File: config.mk
export PLATFORM = sky130hd
export DESIGN_NAME = vpu_operand_queue_flat
export DESIGN_NICKNAME = d
export VERILOG_FILES = /design/src/rtl/vpu_operand_queue_pkg.sv /design/src/rtl/vpu_operand_queue_if.sv /design/src/rtl/vpu_operand_queue_ram.sv /design/src/rtl/vpu_operand_queue.sv /design/src/flat_wrapper.sv
export SDC_FILE = /design/constraint.sdc
export NUM_CORES = 1
export LEC_CHECK = 0
export CORE_ASPECT_RATIO = 1.2
export CORE_UTILIZATION = 46
export DETAILED_ROUTE_END_ITERATION = 6
export PLACE_DENSITY_LB_ADDON = 0.15
export SYNTH_ARGS = -nofsm -noshare
export SYNTH_HDL_FRONTEND = slang
export SYNTH_SLANG_ARGS = --single-unit
File: constraint.sdc
create_clock -name clk -period 5.04 [get_ports clk]
set_input_delay 1.512 -clock clk [delete_from_list [all_inputs] [get_ports clk]]
set_output_delay 1.512 -clock clk [all_outputs]
set_load 0.005 [all_outputs]
File: src/rtl/vpu_operand_queue_pkg.sv
// Shared VPU constants used by the operand queue and its interface.
package vpu_operand_queue_pkg;
   localparam int SRAM_DATA_WIDTH         = 32;
   localparam int OPERAND_QUEUE_DEPTH     = 8;
   localparam int OPERAND_QUEUE_CNT_WIDTH = $clog2(OPERAND_QUEUE_DEPTH) + 1;
endpackage

File: src/rtl/vpu_operand_queue_if.sv
// Write-beat, FWFT read handshake and status bundle of one operand queue.
interface vpu_operand_queue_if import vpu_operand_queue_pkg::*; #(
   parameter int DATA_WIDTH = SRAM_DATA_WIDTH,
   parameter int DEPTH      = OPERAND_QUEUE_DEPTH
) ();
   localparam int CW = $clog2(DEPTH) + 1;

   logic                  wren_i;
   logic [DATA_WIDTH-1:0] wdata_i;
   logic                  flush_i;
   logic                  rready_i;
   logic                  rvalid_o;
   logic [DATA_WIDTH-1:0] rdata_o;
   logic [CW-1:0]         count_o;
   logic                  empty_o;
   logic                  full_o;
   logic                  almost_full_o;
   logic                  overflow_o;

   modport slave (
      input  wren_i, wdata_i, flush_i, rready_i,
      output rvalid_o, rdata_o, count_o, empty_o, full_o, almost_full_o, overflow_o
   );

   modport master (
      output wren_i, wdata_i, flush_i, rready_i,
      input  rvalid_o, rdata_o, count_o, empty_o, full_o, almost_full_o, overflow_o
   );
endinterface

File: src/rtl/vpu_operand_queue_ram.sv
// Operand storage: one write port, one asynchronous read port, contents not reset.
module vpu_operand_queue_ram #(
   parameter int DATA_WIDTH = 32,
   parameter int DEPTH      = 8,
   parameter int AW         = $clog2(DEPTH)
) (
   input  logic                  clk,
   input  logic                  we_i,
   input  logic [AW-1:0]         waddr_i,
   input  logic [DATA_WIDTH-1:0] wdata_i,
   input  logic [AW-1:0]         raddr_i,
   output logic [DATA_WIDTH-1:0] rdata_o
);
   logic [DATA_WIDTH-1:0] mem_q [DEPTH];

   always_ff @(posedge clk) begin
      if (we_i) mem_q[waddr_i] <= wdata_i;
   end

   assign rdata_o = mem_q[raddr_i];
endmodule

File: src/rtl/vpu_operand_queue.sv
// Operand FIFO between the source-port controller and the execution datapath:
// no write backpressure, FWFT read side, occupancy/almost-full status, sticky overflow.
module vpu_operand_queue import vpu_operand_queue_pkg::*; #(
   parameter int DATA_WIDTH   = SRAM_DATA_WIDTH,
   parameter int DEPTH        = OPERAND_QUEUE_DEPTH,
   parameter int AFULL_MARGIN = 2
) (
   input logic               clk,
   input logic               rst_n,
   vpu_operand_queue_if.slave q
);
   localparam int AW = $clog2(DEPTH);
   localparam int PW = AW + 1;

   logic [PW-1:0] wptr_q, wptr_d;
   logic [PW-1:0] rptr_q, rptr_d;
   logic          ovf_q, ovf_d;
   logic [PW-1:0] count;
   logic          empty, full, pop, push, drop;

   // Pointers carry a wrap bit, so the plain difference is the occupancy.
   assign count = wptr_q - rptr_q;
   assign empty = (count == '0);
   assign full  = (count == PW'(DEPTH));
   assign pop   = !empty & q.rready_i;
   assign push  = q.wren_i & (!full | pop);
   assign drop  = q.wren_i & full & !pop;

   always_comb begin
      wptr_d = wptr_q;
      rptr_d = rptr_q;
      ovf_d  = ovf_q;
      if (q.flush_i) begin
         wptr_d = '0;
         rptr_d = '0;
         ovf_d  = 1'b0;
      end else begin
         if (push) wptr_d = wptr_q + PW'(1);
         if (pop)  rptr_d = rptr_q + PW'(1);
         if (drop) ovf_d  = 1'b1;
      end
   end

   always_ff @(posedge clk) begin
      if (!rst_n) begin
         wptr_q <= '0;
         rptr_q <= '0;
         ovf_q  <= 1'b0;
      end else begin
         wptr_q <= wptr_d;
         rptr_q <= rptr_d;
         ovf_q  <= ovf_d;
      end
   end

   vpu_operand_queue_ram #(
      .DATA_WIDTH(DATA_WIDTH),
      .DEPTH     (DEPTH),
      .AW        (AW)
   ) u_ram (
      .clk    (clk),
      .we_i   (push & !q.flush_i),
      .waddr_i(wptr_q[AW-1:0]),
      .wdata_i(q.wdata_i),
      .raddr_i(rptr_q[AW-1:0]),
      .rdata_o(q.rdata_o)
   );

   assign q.rvalid_o      = !empty;
   assign q.count_o       = count;
   assign q.empty_o       = empty;
   assign q.full_o        = full;
   assign q.almost_full_o = (count >= PW'(DEPTH - AFULL_MARGIN));
   assign q.overflow_o    = ovf_q;
endmodule

File: src/flat_wrapper.sv
// flat-port wrapper written by rule: the top's interface ports become plain ports
module vpu_operand_queue_flat import vpu_operand_queue_pkg::*;
#(
   parameter int DATA_WIDTH   = SRAM_DATA_WIDTH,
   parameter int DEPTH        = OPERAND_QUEUE_DEPTH,
   parameter int AFULL_MARGIN = 2
)
  (clk, rst_n, q_wren_i, q_wdata_i, q_flush_i, q_rready_i, q_rvalid_o, q_rdata_o, q_count_o, q_empty_o, q_full_o, q_almost_full_o, q_overflow_o);
  vpu_operand_queue_if #(.DATA_WIDTH(DATA_WIDTH), .DEPTH(DEPTH)) q_i ();
  input logic clk;
  input logic rst_n;
  input wire logic [$bits(q_i.wren_i)-1:0] q_wren_i;
  input wire logic [$bits(q_i.wdata_i)-1:0] q_wdata_i;
  input wire logic [$bits(q_i.flush_i)-1:0] q_flush_i;
  input wire logic [$bits(q_i.rready_i)-1:0] q_rready_i;
  output wire logic [$bits(q_i.rvalid_o)-1:0] q_rvalid_o;
  output wire logic [$bits(q_i.rdata_o)-1:0] q_rdata_o;
  output wire logic [$bits(q_i.count_o)-1:0] q_count_o;
  output wire logic [$bits(q_i.empty_o)-1:0] q_empty_o;
  output wire logic [$bits(q_i.full_o)-1:0] q_full_o;
  output wire logic [$bits(q_i.almost_full_o)-1:0] q_almost_full_o;
  output wire logic [$bits(q_i.overflow_o)-1:0] q_overflow_o;
  assign q_i.wren_i = q_wren_i;
  assign q_i.wdata_i = q_wdata_i;
  assign q_i.flush_i = q_flush_i;
  assign q_i.rready_i = q_rready_i;
  assign q_rvalid_o = q_i.rvalid_o;
  assign q_rdata_o = q_i.rdata_o;
  assign q_count_o = q_i.count_o;
  assign q_empty_o = q_i.empty_o;
  assign q_full_o = q_i.full_o;
  assign q_almost_full_o = q_i.almost_full_o;
  assign q_overflow_o = q_i.overflow_o;
  vpu_operand_queue #(.DATA_WIDTH(DATA_WIDTH), .DEPTH(DEPTH), .AFULL_MARGIN(AFULL_MARGIN)) u_core (.clk(clk), .rst_n(rst_n), .q(q_i));
endmodule
==> impl_metrics.env <==
export IMPL_outcome="finished, violations left"
export IMPL_violations="DRC"
export IMPL_p_per_area_mw_per_mm2=370
export IMPL_postCtsSetupBuffers=0
export IMPL_dr_wl_met3_um=901
export IMPL_synth_common_cells="edfxtp_1 (256), mux4_2 (64), mux2_2 (32)"
export IMPL_htreeDepth=1
export IMPL_overflow=0
export IMPL_synth_distinct_cells=34
export IMPL_synth_top_area_share=0.745
export IMPL_drt_wirelength_per_cell_um=22.8
export IMPL_vias=4798
export IMPL_max_slew_margin=0.549
export IMPL_p_sw_uw=899
export IMPL_drive_above_1_share=0.292
export IMPL_hpwl_um=11200
export IMPL_cts_path_max_buffers=3
export IMPL_tritoncts="done"
export IMPL_r2r_setup_slack_ps=1630
export IMPL_crit_top_cell="inv_1"
export IMPL_cp_cell_sequence="inv_1 > ha_1 > inv_1 > fa_1 > or3_4 > or3_1 > inv_1 > clkdlybuf4s50_1"
export IMPL_yosysWarnings=0
export IMPL_synth_xor_area_share=0.00424
export IMPL_syn_area_per_cell_sq_um=22.5
export IMPL_initial_core_util=0.472
export IMPL_synth_flop_cell="edfxtp_1"
export IMPL_dr_wl_met2_um=10200
export IMPL_yosys_area_top_type="edfxtp_1"
export IMPL_syn_cell_area_sq_mm=0.0103
export IMPL_r2r_start="u_core.wptr_q[0]$_SDFFE_PP0P_"
export IMPL_cp_slowest_cell="clkdlybuf4s50_1"
export IMPL_synthMostInstantiatedCell="edfxtp_1"
export IMPL_routed_wl_um=19600
export IMPL_p_sw_frac=0.195
export IMPL_die_area_sq_mm=0.0230
export IMPL_via_per_inst=5.56
export IMPL_grt_start_max_net_pins=44
export IMPL_hold_violations=0
export IMPL_finalSetupViolCount=0
export IMPL_cp_start_kind="register"
export IMPL_pwr_share_seq=0.537
export IMPL_grt_antenna_before_repair=0
export IMPL_grt_use_total=0.178
export IMPL_cp_data_arrival_time_ps=3270
export IMPL_synth_mux_area_fraction=0.175
export IMPL_wl_met1_um=8300
export IMPL_port_buffers=77
export IMPL_cts_root_buf="clkbuf_16"
export IMPL_p_comb_frac=0.053
export IMPL_slowest_delay_ps=490
export IMPL_p_int_uw=3700
export IMPL_slew_viol_final=0
export IMPL_final_util=0.569
export IMPL_area_growth_pct=20.5
export IMPL_fin_crit_sh=0.950
export IMPL_worst_hold_slack_ps=462
export IMPL_power_leakage_uw=0.00387
export IMPL_regToRegEndpoint="u_core.u_ram.mem_q[0][17]$_DFFE_PP_"
export IMPL_crit_fanout=6
export IMPL_ir_drop_mv=0.270
export IMPL_die_h_um=166
export IMPL_synthAdderAreaFrac=0.00800
export IMPL_place_congestion=0.753
export IMPL_min_delay_path_class="reg2reg"
export IMPL_antennaDiodeCount=0
export IMPL_post_synth_main_area_contributors="edfxtp_1 (74%), mux4_2 (14%), mux2_2 (3.5%), dfxtp_1 (2.3%), ha_1 (0.61%)"
export IMPL_clock_sinks=268
export IMPL_seq_area_frac_synth=0.768
export IMPL_finClkSkew_ps=14.1
export IMPL_worstHoldEndpoint="u_core.q.overflow_o$_SDFFE_PP0P_"
export IMPL_row_count=59
export IMPL_clkTransAtPathRegs_ps=60
export IMPL_clk_latency_ps=520
export IMPL_cts_buffers=28
export IMPL_worst_ep_required_time_ps=3530
export IMPL_holdPathStages=1
export IMPL_ios=78
export IMPL_synth_nets=501
export IMPL_nNetsFinal=610
export IMPL_post_cts_resized=0
export IMPL_path_class="reg2out"
export IMPL_grt_setup_unrepaired="no"
export IMPL_power_frac_clock=0.409
export IMPL_setup_tns_ps=0
export IMPL_cp_end_kind="output pin"
export IMPL_synth_simple_gate_area_frac=0.0210
export IMPL_synthCells=458
export IMPL_hp_start="u_core.q.overflow_o$_SDFFE_PP0P_"
export IMPL_tightest_slew_ps=676
export IMPL_drc_errors=4
export IMPL_async_flop_share=0
export IMPL_antenna_left=0
export IMPL_synth_edf_count=256
export IMPL_cts_hold_buffers_added=0
export IMPL_ys_seq_elements=268
export IMPL_maxCapViolCount=0
export IMPL_core_area_sq_mm=0.0219
export IMPL_die_x_um=139
export IMPL_grt_pass1_vias=5246
export IMPL_routed_top_layer="met4"
export IMPL_dr_pass1_iters=7
export IMPL_drt_initial_drc_count=304
export IMPL_grt_pass1_wl_um=30700
export IMPL_fmax_ghz=0.209
export IMPL_r2r_cells=11
export IMPL_synth_compound_area_frac=0.0125
export IMPL_synth_top_family_by_area="multiplexers"
export IMPL_fin_crit_ps=4790
kinds of logic after synthesis:
group / Yosys count
multiplexers: 96
XOR/XNOR: 5
AND/OR/NAND/NOR: 38
buffers and inverters: 28
adder cells (fa/ha/maj): 6
AO/OA/AOI/OAI: 17
flip-flops: 268
layer usage:
layer / up-vias / GRT usage
met5: - / 0
met4: 0 / 0.0411
met3: 23 / 0.0314
met2: 105 / 0.308
met1: 2535 / 0.235
li1: 2135 / -
worst max path at each step:
stage	startpoint	to	slack [ps]	depth (start not counted)
after global placement	u_core.wptr_q[0]$_SDFFE_PP0P_	q_empty_o	880	8
after detailed placement	u_core.wptr_q[0]$_SDFFE_PP0P_	q_empty_o	810	8
after CTS	u_core.wptr_q[0]$_SDFFE_PP0P_	q_empty_o	230	8
after global routing	u_core.wptr_q[0]$_SDFFE_PP0P_	q_empty_o	90	8
after floorplan	u_core.wptr_q[0]$_SDFFE_PP0P_	u_core.u_ram.mem_q[2][0]$_DFFE_PP_	-300	9
final	u_core.wptr_q[0]$_SDFFE_PP0P_	q_empty_o	250	8
power by group through the flow:
stage / Combinational, uW / Sequential [uW] / Clock [uW]
6_report: 246 / 2470 / 1880
5_1_grt: 265 / 2480 / 2010
4_1_cts: 250 / 2470 / 1930
3_5_place_dp: 248 / 2520 / 0
3_3_place_gp: 243 / 2520 / 0
2_1_floorplan: 121 / 2510 / 0
worst max-delay path, delay by kind of cell, from the launching register on:
kind                     cells  cell delay (ps)
adder cells (fa/ha/maj)      2              710
buffers and inverters        4              800
flip-flops                   1              450
AND/OR/NAND/NOR              2              790
cell type report:
type,count,area [sq um]
Timing Repair Buffer,98,953
Sequential cell,268,7930
Clock inverter,9,48.8
Clock buffer,43,808
Inverter,9,33.8
Multi-Input combinational cell,162,2320
Tap cell,274,343
Fill cell,1629,9410
state kept, by name, indices dropped and copies added (netlist names), named ones only:
name                 count
u_core.rptr_q            4
u_core.wptr_q            4
u_core.u_ram.mem_q     256
u_core.q.overflow_o      1
layout by cell type (no fill, tap or decap), types with 3 or more instances in the layout:
| cell type | Yosys | layout |
|---|---|---|
| nor2_1 | 4 | 4 |
| clkinv_2 | 0 | 5 |
| nor3_2 | 1 | 5 |
| xor2_1 | 3 | 3 |
| ha_1 | 5 | 5 |
| clkbuf_1 | 10 | 11 |
| inv_1 | 9 | 9 |
| mux2_2 | 32 | 32 |
| clkdlybuf4s50_1 | 0 | 77 |
| mux4_2 | 64 | 64 |
| nand2_1 | 6 | 6 |
| nor4_2 | 0 | 4 |
| a21oi_1 | 7 | 7 |
| buf_4 | 0 | 19 |
| clkbuf_8 | 0 | 3 |
| dfxtp_1 | 12 | 9 |
| o21ai_0 | 5 | 5 |
| edfxtp_1 | 256 | 256 |
| nand3_1 | 4 | 4 |
| clkbuf_16 | 0 | 29 |
| or3_1 | 6 | 6 |
stage by stage:
step / total power [uW] / area [sq um] / cells / worst slack [ps]
global route: 4750 / 12400 / 863 / 94.9
CTS: 4650 / 12400 / 863 / 230
detailed placement: 2770 / 11600 / 811 / 811
floorplan: 2630 / 10300 / 458 / -304
finish: 4600 / 12400 / 863 / 253
global placement: 2760 / 11600 / 811 / 877
Power figures use the tool's default switching activity.
==> RTL edit (same settings) <==
`OPERAND_QUEUE_DEPTH`: 8 -> 16.
--- a/src/rtl/vpu_operand_queue_pkg.sv
+++ b/src/rtl/vpu_operand_queue_pkg.sv
@@ -1,7 +1,7 @@
 // Shared VPU constants used by the operand queue and its interface.
 package vpu_operand_queue_pkg;
    localparam int SRAM_DATA_WIDTH         = 32;
-   localparam int OPERAND_QUEUE_DEPTH     = 8;
+   localparam int OPERAND_QUEUE_DEPTH     = 16;
    localparam int OPERAND_QUEUE_CNT_WIDTH = $clog2(OPERAND_QUEUE_DEPTH) + 1;
 endpackage
 
Ports: changed (resized q_count_o); port bits go from 78 to 79. No check against the original RTL was run, so the function may have changed too.
==> RTL edit against the original RTL <==
- the run still ends with design-rule violations left
- final area up 89%
- worst setup slack better by 44 ps
- total power is 92% higher
- register-to-register slack got worse by 120 ps
- wire length up 120%
- synthesized area rose by 95%
- sequential cell count increased by 259
- utilization fell by 2.1 points
- critical endpoint is now q_rdata_o[20]
- largest power group unchanged
==> RTL edit: results (changes against the original RTL) <==
total routed wirelength=42.40 mm (was 19.64 mm); DRC viols=10 (was 4); maximum vdd ir drop=0.2471 mV (was 0.2702 mV); critical path peak fanout=25 (was 6); clk buf depth=3 (unchanged); Max H-tree Level=2 (was 1); met2 WL post-DR=21.16 mm (was 10.16 mm); number of global-route vias before repair=9626 (was 5246); Clock Latency Late Sink=570 ps (was 520 ps); switching power=0.001751 W (was 0.0008988 W); pre-CTS WS=819.8 ps (was 811.1 ps); comb pwr=0.000428 W (was 0.000246 W); relative slew slack=0.3763 (was 0.5491); Post-DP Area=0.02201 mm2 (was 0.01158 mm2); clock-net power=0.00359 W (was 0.00188 W); GRT met3 Usage=0.03407 (was 0.03143); total track usage=0.1991 (was 0.1778); Buffers on Ports=78 (was 77); seq pwr=0.00484 W (was 0.00247 W); dpl cells=1461 (was 811); Vias=9027 (was 4798); top sig layer=met5 (was met4); DP HPWL=22.24 mm (was 11.21 mm); Layout Nets=1008 (was 610); CP max stage delay=720 ps (was 490 ps); failing checks=design-rule violations (unchanged); Synth Area in Adders=0.006582 (was 0.008000); Post-synth EDFFs=512 (was 256); CTS buffer count=50 (was 28); Compound-Gate Fraction of Synth Area=0.006333 (was 0.01248); largest net degree at the start of global routing=51 (was 44); Final Wtd Congestion=0.7220 (was 0.7530); Fin Clk Skew=14.71 ps (was 14.14 ps); Post-Syn Instances=826 (was 458); Initial DRC Count=903 (was 304); # fillers=3270 (was 1629); synth cell count leaders=512 x edfxtp_1, 160 x mux4_2, 24 x clkbuf_1 (was 256 x edfxtp_1, 64 x mux4_2, 32 x mux2_2); met2 Track Usage GR=0.3193 (was 0.3083); Slowest-stage cell, CP=dfxtp_4 (was clkdlybuf4s50_1); Met1 Routed Length=17.97 mm (was 8.304 mm); WHS Path Cells=2 (was 1); multiplexer area fraction after synthesis=0.1798 (was 0.1745); Synth cell types=42 (was 34); post-synthesis sequential area ratio=0.7779 (was 0.7680); status=complete, but fails checks (unchanged); CTS Hold Buffers Added=0 (unchanged); initial antenna violation count=1 (was 0); top cells by area, synth=edfxtp_1 76%, mux4_2 18%, dfxtp_1 1.5% (was edfxtp_1 74%, mux4_2 14%, mux2_2 3.5%); layout cells sized above 1=0.3000 (was 0.2920); largest registers=u_core.u_ram.mem_q: 512 flops, u_core.rptr_q: 5 flops, u_core.wptr_q: 5 flops (was u_core.u_ram.mem_q: 256 flops, u_core.rptr_q: 4 flops, u_core.wptr_q: 4 flops); leakage power=7.135 nW (was 3.870 nW); Post-Syn Nets=873 (was 501); fin cells=1553 (was 863); metal3 WL=2.230 mm (was 901 um); XOR/XNOR share of the synthesized area=0.004222 (was 0.004242); GR Util met1=0.2794 (was 0.2354); R2R cell count=10 (was 11)
RTL edit: final cells by class:
| type | instances | area [um2] | area share |
|---|---|---|---|
| flip-flops and latches | 527 | 15690 | 0.6655 |
| multi-input cells | 250 | 4409 | 0.1871 |
| clock buffers | 60 | 1310 | 0.05558 |
| repair buffers | 123 | 1194 | 0.05064 |
| well taps | 552 | 690.7 | 0.02930 |
| clock inverters | 31 | 244.0 | 0.01035 |
| inverters | 9 | 33.78 | 0.001433 |
| diodes | 1 | 2.502 | 0.0001062 |
RTL edit: path summary, 6_finish.rpt:
check,slack [ps],end,start
max,300,q_rdata_o[20],flip-flop
min reg2reg,470,u_core.q.overflow_o,u_core.q.overflow_o
min,470,u_core.q.overflow_o,u_core.q.overflow_o
max reg2reg,1510,u_core.u_ram.mem_q[11][13],u_core.wptr_q[0]
RTL edit: worst max-delay path: cells and delay by family, from the launching register on:
family                 cells  cell delay (ps)
buffers and inverters      2              850
DFF                        1              720
muxes                      2             1070
